File: config.mk
export PLATFORM = sky130hd
export DESIGN_NAME = clk_div_ctrl_flat
export DESIGN_NICKNAME = d
export VERILOG_FILES = /design/src/rtl/clk_div_ctrl_if.sv /design/src/rtl/clk_div_ctrl.sv /design/src/flat_wrapper.sv
export SDC_FILE = /design/constraint.sdc
export NUM_CORES = 1
export LEC_CHECK = 0
export CORE_MARGIN = 2
export CORE_UTILIZATION = 32
export CTS_BUF_LIST = sky130_fd_sc_hd__clkbuf_2
export DETAILED_ROUTE_END_ITERATION = 12
export PLACE_DENSITY = 0.64
export RECOVER_POWER = 100
export REMOVE_ABC_BUFFERS = 1
export SYNTH_ARGS = -nofsm -noshare
export SYNTH_HDL_FRONTEND = slang
export SYNTH_SLANG_ARGS = --single-unit
File: constraint.sdc
create_clock -name Clk -period 5.9 [get_ports Clk]
set_clock_uncertainty 0.05 [all_clocks]
set_input_delay 0.59 -clock Clk [delete_from_list [all_inputs] [get_ports Clk]]
set_output_delay 0.59 -clock Clk [all_outputs]
set_load 0.1 [all_outputs]
File: src/rtl/clk_div_ctrl_if.sv
// Ratio configuration channel for clk_div_ctrl: valid/ready offer of a divide
// ratio plus a one-cycle error strobe for rejected ratios.
interface clk_div_ctrl_if #(
  parameter int W = 4
) ();
  logic         valid;
  logic [W-1:0] div;
  logic         ready;
  logic         err;

  modport master (
    output valid,
    output div,
    input  ready,
    input  err
  );

  modport slave (
    input  valid,
    input  div,
    output ready,
    output err
  );
endinterface

File: src/rtl/clk_div_ctrl.sv
// Run-time programmable integer clock divider; ratio changes and stop requests
// take effect only on a period boundary so clk_out never glitches.
//
// state  | meaning
// S_IDLE | divided clock stopped, clk_out low, ratio may be written directly
// S_RUN  | dividing, no ratio pending, ratio offers accepted
// S_PEND | dividing, one ratio waiting for the next period boundary
// S_STOP | dividing, en dropped: finish the current period then go idle
module clk_div_ctrl #(
  parameter int W       = 4,
  parameter int DEF_DIV = 5
) (
  input  logic         Clk,
  input  logic         rst_n,
  input  logic         en,
  clk_div_ctrl_if.slave cfg,
  output logic         clk_out,
  output logic         period_start,
  output logic         running,
  output logic [W-1:0] cur_div
);

  typedef enum logic [1:0] {
    S_IDLE,
    S_RUN,
    S_PEND,
    S_STOP
  } state_t;

  state_t       state;
  logic [W-1:0] cnt;
  logic [W-1:0] pend_div;
  logic         pend_vld;
  logic         p;
  logic         n;

  logic         xfer;
  logic         cfg_legal;
  logic         new_pend;
  logic         at_end;
  logic [W-1:0] cnt_inc;
  logic [W-1:0] half_cur;

  assign cfg.ready    = (state == S_IDLE) || (state == S_RUN);
  assign xfer         = cfg.valid & cfg.ready;
  assign cfg_legal    = (cfg.div >= W'(2));
  assign new_pend     = (state == S_RUN) & xfer & cfg_legal;
  assign at_end       = (cnt == (cur_div - W'(1)));
  assign cnt_inc      = cnt + W'(1);
  assign half_cur     = cur_div >> 1;

  assign running      = (state != S_IDLE);
  assign period_start = running & (cnt == '0);
  assign clk_out      = p | n;

  always_ff @(posedge Clk or negedge rst_n) begin
    if (!rst_n) begin
      state    <= S_IDLE;
      cnt      <= '0;
      p        <= 1'b0;
      cur_div  <= W'(DEF_DIV);
      pend_div <= '0;
      pend_vld <= 1'b0;
      cfg.err  <= 1'b0;
    end else begin
      cfg.err <= xfer & ~cfg_legal;
      if (state == S_IDLE) begin
        if (xfer && cfg_legal) cur_div <= cfg.div;
        if (en) begin
          state <= S_RUN;
          cnt   <= '0;
          p     <= 1'b1;
        end
      end else if (at_end) begin
        cnt <= '0;
        if (!en) begin
          // Stopping on this boundary: a ratio accepted on this very edge
          // has no period left to wait for, so it lands directly.
          state    <= S_IDLE;
          p        <= 1'b0;
          pend_vld <= 1'b0;
          if (new_pend) cur_div <= cfg.div;
          else if (pend_vld) cur_div <= pend_div;
        end else begin
          p <= 1'b1;
          if (pend_vld) cur_div <= pend_div;
          pend_vld <= new_pend;
          if (new_pend) pend_div <= cfg.div;
          state <= new_pend ? S_PEND : S_RUN;
        end
      end else begin
        cnt <= cnt_inc;
        p   <= (cnt_inc < half_cur);
        if (new_pend) begin
          pend_div <= cfg.div;
          pend_vld <= 1'b1;
        end
        if (!en) state <= S_STOP;
        else if (pend_vld || new_pend) state <= S_PEND;
        else state <= S_RUN;
      end
    end
  end

  // Half-cycle extension of the high phase for odd ratios.
  always_ff @(negedge Clk or negedge rst_n) begin
    if (!rst_n) n <= 1'b0;
    else        n <= cur_div[0] & (state != S_IDLE) & p;
  end

endmodule

File: src/flat_wrapper.sv
// flat-port wrapper written by rule: the top's interface ports become plain ports
module clk_div_ctrl_flat 
#(
  parameter int W       = 4,
  parameter int DEF_DIV = 5
)
  (Clk, rst_n, en, clk_out, period_start, running, cur_div, cfg_valid, cfg_div, cfg_ready, cfg_err);
  clk_div_ctrl_if #(.W(W)) cfg_i ();
  input  logic Clk;
  input  logic rst_n;
  input  logic en;
  output logic clk_out;
  output logic period_start;
  output logic running;
  output logic [W-1:0] cur_div;
  input wire logic [$bits(cfg_i.valid)-1:0] cfg_valid;
  input wire logic [$bits(cfg_i.div)-1:0] cfg_div;
  output wire logic [$bits(cfg_i.ready)-1:0] cfg_ready;
  output wire logic [$bits(cfg_i.err)-1:0] cfg_err;
  assign cfg_i.valid = cfg_valid;
  assign cfg_i.div = cfg_div;
  assign cfg_ready = cfg_i.ready;
  assign cfg_err = cfg_i.err;
  clk_div_ctrl #(.W(W), .DEF_DIV(DEF_DIV)) u_core (.Clk(Clk), .rst_n(rst_n), .en(en), .cfg(cfg_i), .clk_out(clk_out), .period_start(period_start), .running(running), .cur_div(cur_div));
endmodule
# Word-level counts from Yosys, hierarchy flattened
# Index checks and enable logic that the tools add are counted.
# W data, S select, Z words.
[totals] ff_bits=18 in_bits=8 out_inout_bits=9 word_cells=64
[op_classes] n_addsub=2 magnitude_cmp=2 n_eq_ne=5 n_mux=26 bitwise_logic=10 reduce_logical=11
[ops] operator="$mux W4" count=12
[ops] operator="$mux W2" count=7
[ops] operator="$and A1 B1 Y1" count=7
[ops] operator="$mux W1" count=7
[ops] operator="$ne A2 B2 Y1 const B" count=3
[ops] operator="$reduce_and A2 Y1" count=3
[ops] operator="$reduce_bool A2 Y1" count=3
[ops] operator="$add A4 B1 Y4 const B" count=1
[ops] operator="$eq A4 B4 Y1" count=1
[ops] operator="$ge A4 B2 Y1 const B" count=1
[ops] operator="$logic_not A4 Y1" count=1
[ops] operator="$lt A4 B3 Y1" count=1
[ops] operator="$sub A4 B1 Y4 const B" count=1
[ops] operator="$eq A2 B1 Y1 const B" count=1
[ops] operator="$logic_not A2 Y1" count=1
[ops] operator="$logic_or A1 B1 Y1" count=2
[ops] operator="$not A1 Y1" count=2
[ops] operator="$logic_and A1 B1 Y1" count=1
[ops] operator="$or A1 B1 Y1" count=1

# Logic depth before layout (Yosys ltp)
# Gate-level depths: netlist of run 1.
[depth] word_depth=10 ltp_mapped=8 ltp_nobuf=7

==> flow_summary.yaml, run 1 <==
outcome:
  status: "finished, final reports clean"
sta:
  timing.hold.ws_ns: 0.473
  tightest_slew_ns: 1.15
  setup_viol: 0
  rsz0062_at_grt: "no"
  slew_violations: 0
  hold_viol: 0
  setup_tns_ns: 0
  relSlewSlack_pct: 23.4
placement:
  gp_congestion: 0.784
  dp.cells: 167
  dp_hpwl_mm: 1.68
  port_buffers: 16
worst_setup_path:
  cp.required_ns: 5.26
  reg2reg_from: "u_core.state[0]"
  crit_path_start_kind: "flip-flop"
  ff2ff_setup_slack_ns: 1.35
  crit_path_top_delay_cell: "clkbuf_1"
  crit_start: "u_core.n"
  path_class: "flip-flop to output pin"
  worstSetupEndpointType: "output pin"
  cp_cell_sequence: "or2_2 -> clkbuf_1"
  cp.arrival_ns: 4.56
  reg2reg_depth: 3
  crit_path_max_fanout: 1
  slowest_delay_ns: 0.85
  rr_endpoint: "u_core.n"
drt:
  ant_nets: 0
  finalWirelength_mm: 2.14
  wl_per_cell_microns: 12.5
  drcViolationCount: 0
  drt_iter0_drc: 38
  vias: 797
  firstDrtPassIters: 4
  routed_via_density: 4.66
global_route:
  antenna_found_initial: 0
  use_met1_pct: 14.8
  met3_usage_pct: 1.79
  grt_max_degree: 19
  busiest_layer: "met2"
  first_global_vias: 775
  grt-ovfl-total: 0
  grtUsageTotal_pct: 11.7
  grt_use_met2_pct: 19.5
  grt_pass1_wl_mm: 3.68
yosys:
  ys_seq_area_share_pct: 40.6
  synth_edf_count: 0
  yosys_warnings: 0
  ys_async_sr_fraction_pct: 100
  synth_cells: 105
  synth_area_sq_mm: 0.00112
  synthFlopType: "dfrtp_1"
  synth_cell_types: 43
  avgSynthCellArea_sq_um: 10.6
  ys_ff_latch: 18
clocking:
  clock_latency_ns: 0.29
  hold_buffers: 0
  cts-root-buf: "clkbuf_2"
  cts_tree: "built"
  cts_resized: 0
  cts_max_level: 1
  numCtsBuffers: 3
  postCtsSetupBuffers: 0
  cts_sinks: 18
  clkSlewWorstSetupHoldPaths_ns: 0.16
  cts.path.max_buffers: 2
die:
  rows: 21
  core_area_sq_mm: 0.00334
  num_io_pins: 17
  start_util_pct: 33.4
  die_y_microns: 63.1
  die_w_microns: 63.1
  die_area_sq_mm: 0.00398
layout:
  final_cell_mix: "dfrtp_1 (15), inv_1 (11), dlygate4sd3_1 (10)"
  finalNetCount: 139
  fill_cells: 347
  multi_input_area_sq_um: 591
  syn2layout_area_growth_pct: 18.3
  seq_area_sq_um: 453
  fin_cells: 171
  n_antenna_cell: 0
  final_common_cell: "dfrtp_1"
  drive_gt1_share_pct: 12.0
hold_path:
  hold_class: "flip-flop to flip-flop"
  worstHoldPathCells: 1
  min_from: "u_core.pend_div[0]"
  hold_end: "u_core.pend_div[0]"
flow_run:
  cap_violations: 0
per-stage QoR:
step | cell area (sq um) | worst slack [ns] | util (%)
finish | 1320 | 0.704 | 39.6
floorplan | 1100 | 1.30 | -
global placement | 1330 | 1.50 | 39.8
CTS | 1350 | 1.18 | 40.4
detailed placement | 1330 | 1.45 | 39.8
global route | 1320 | 0.638 | 39.6
sequential cells by signal, summed over array words and instances (netlist names):
register	flops
u_core.state	2
u_core.p	1
u_core.n	1
u_core.cfg.err	1
u_core.cur_div	4
u_core.cnt	4
u_core.pend_vld	1
u_core.pend_div	4
area by class of cell:
type	count	area share, %
timing repair buffer	17	11.9
tap	46	4.36
multi-input combinational	75	44.7
clock buffer	4	1.52
sequential	18	34.3
inverter	11	3.13
cells in the mapped netlist (2+ instances only):
library cell / number / area share (%)
or2_1: 2 / 1.1
a21oi_1: 2 / 0.90
xnor2_1: 2 / 1.6
o21ai_1: 3 / 1.3
dfrtp_1: 15 / 34
nor2b_1: 2 / 1.1
dfstp_2: 2 / 4.7
inv_1: 10 / 3.4
nand3_1: 4 / 1.8
ha_1: 5 / 5.6
mux2_4: 4 / 5.4
nand2_1: 7 / 2.4
a2bb2oi_1: 4 / 3.1
xor2_1: 2 / 1.6
nand2b_1: 5 / 2.8
mux2i_1: 5 / 4.5
nor2_1: 5 / 1.7
worst max-delay path by stage:
stage | end | slack [ns] | depth (start not counted)
2_1_floorplan | u_core.n | 1.30 | 3
3_3_place_gp | u_core.n | 1.50 | 3
3_5_place_dp | u_core.n | 1.45 | 3
4_1_cts | clk_out | 1.18 | 2
5_1_grt | clk_out | 0.64 | 2
6_report | clk_out | 0.70 | 2
logic make-up (layout without fill, tap and decap cells):
| family | Yosys count | after routing | share of synthesized area [%] |
|---|---|---|---|
| AND/OR/NAND/NOR | 34 | 34 | 17.6 |
| AO/OA/AOI/OAI | 22 | 22 | 16.5 |
| flip-flops | 18 | 18 | 40.6 |
| buffers and inverters | 12 | 32 | 4.71 |
| multiplexers | 9 | 9 | 9.87 |
| adder cells (fa/ha/maj) | 5 | 5 | 5.61 |
| XOR/XNOR | 5 | 5 | 5.16 |
worst max-delay path, delay by kind of cell (launching register included):
| family | cells | cell delay, ns |
|---|---|---|
| and+or+nand+nor | 1 | 0.09 |
| DFF | 1 | 0.40 |
| buffers and inverters | 1 | 0.85 |
per-layer routing:
metal	wire length (microns)	part of all wire, %
met1	983	46
met2	1070	50
met3	47	2.2
met4	36	1.7
met5	0	0
Power of run 1 is left out: the tool's default activity adds up to more than one toggle a clock period on the data nets, which glitch-free logic cannot reach.
==> run 2: changes to the inputs <==
Settings changed: MAX_ROUTING_LAYER set to met4.
==> run 2 against run 1 <==
Non-clock buffer count unchanged. Global-route usage increased by 0.33 points. Core utilization is the same. First-iteration DRC count up 16%. Worst hold slack barely moved. Critical endpoint unchanged.
==> flow_summary.yaml, run 2 (synthesis results as in run 1) <==
outcome:
  status: "finished, final reports clean"
clocking:
  hold_buffers: 0
  postCtsSetupBuffers: 0
  cts-root-buf: "clkbuf_2"
  cts.path.max_buffers: 2
  cts_resized: 0
  clock_latency_ns: 0.29
  cts_sinks: 18
  numCtsBuffers: 3
  cts_max_level: 1
  cts_tree: "built"
  clkSlewWorstSetupHoldPaths_ns: 0.16
die:
  rows: 21
  die_y_microns: 63.1
  die_area_sq_mm: 0.00398
  num_io_pins: 17
  start_util_pct: 33.4
  core_area_sq_mm: 0.00334
  die_w_microns: 63.1
placement:
  gp_congestion: 0.794
  dp_hpwl_mm: 1.68
  port_buffers: 16
  pre_cts_ws_ns: 1.45
global_route:
  grt_max_degree: 19
  antenna_found_initial: 0
  first_global_vias: 776
  grtUsageTotal_pct: 12.0
  grt_pass1_wl_mm: 3.67
  grt-ovfl-total: 0
drt:
  wl_per_cell_microns: 12.5
  finalWirelength_mm: 2.14
  wl_met1_microns: 983
  top_layer: "met4"
  routed_via_density: 4.69
  wl_met3_microns: 47
  firstDrtPassIters: 4
  drcViolationCount: 0
  vias: 802
  drt_iter0_drc: 44
  ant_nets: 0
  dr_wl_met2_mm: 1.07
layout:
  drive_gt1_share_pct: 12.0
  reg.largest.list: "u_core.cnt (4), u_core.cur_div (4), u_core.pend_div (4)"
  n_antenna_cell: 0
  final_cell_mix: "dfrtp_1 (15), inv_1 (11), dlygate4sd3_1 (10)"
  final_common_cell: "dfrtp_1"
  finalNetCount: 139
  fill_cells: 347
  syn2layout_area_growth_pct: 18.3
sta:
  setup_viol: 0
  relSlewSlack_pct: 23.4
  rsz0062_at_grt: "no"
  tightest_slew_ns: 1.15
  worst_slack_ns: 0.703
  setup_tns_ns: 0
  hold_viol: 0
  slew_violations: 0
  timing.hold.ws_ns: 0.473
hold_path:
  hold_class: "flip-flop to flip-flop"
  min_from: "u_core.pend_div[0]"
worst_setup_path:
  cp_cell_sequence: "or2_2 -> clkbuf_1"
  path_class: "flip-flop to output pin"
  cp.arrival_ns: 4.56
  cp.required_ns: 5.26
  worstSetupEndpointType: "output pin"
  crit_path_top_delay_cell: "clkbuf_1"
  crit_path_start_kind: "flip-flop"
  reg2reg_from: "u_core.state[0]"
  crit_start: "u_core.n"
  crit_path_max_fanout: 1
  slowest_delay_ns: 0.85
flow_run:
  cap_violations: 0
## run 2: area by class of cell
| class | count | area, sq um | share of cell area, % |
|---|---|---|---|
| Sequential cell | 18 | 453 | 34.3 |
| Multi-Input combinational cell | 75 | 591 | 44.7 |
| Tap cell | 46 | 57.6 | 4.36 |
| Timing Repair Buffer | 17 | 158 | 11.9 |
| Inverter | 11 | 41.3 | 3.13 |
| Clock buffer | 4 | 20.0 | 1.52 |
## run 2: metal layers
| layer | up-vias | GRT usage, % |
|---|---|---|
| met2 | 11 | 19.5 |
| met3 | 4 | 1.79 |
| met4 | 0 | 5.56 |
| met5 | - | - |
| met1 | 377 | 14.8 |
| li1 | 410 | - |
## run 2: path summary, 6_finish.rpt
path	to	slack (ns)	depth (start not counted)
worst min register to register	u_core.pend_div[0]	0.47	1
worst max-delay path	clk_out	0.70	2
max in group asynchronous	u_core.n	1.47	2
min in group asynchronous	u_core.pend_div[2]	0.88	2
worst min-delay path	u_core.pend_div[0]	0.47	1
worst max register to register	u_core.n	1.35	3
## run 2: through the flow
step	util (%)	instance area [sq um]	cells
floorplan	-	1100	104
CTS	40.4	1350	171
detailed placement	39.8	1330	167
finish	39.6	1320	171
global route	39.6	1320	171
global placement	39.8	1330	167
## run 2: worst max-delay path: cells and delay by family, from the launching register on
kind	cells	cell delay, ns
buffers and inverters	1	0.85
DFF	1	0.40
and+or+nand+nor	1	0.09
Power of run 2 is left out for the same reason.
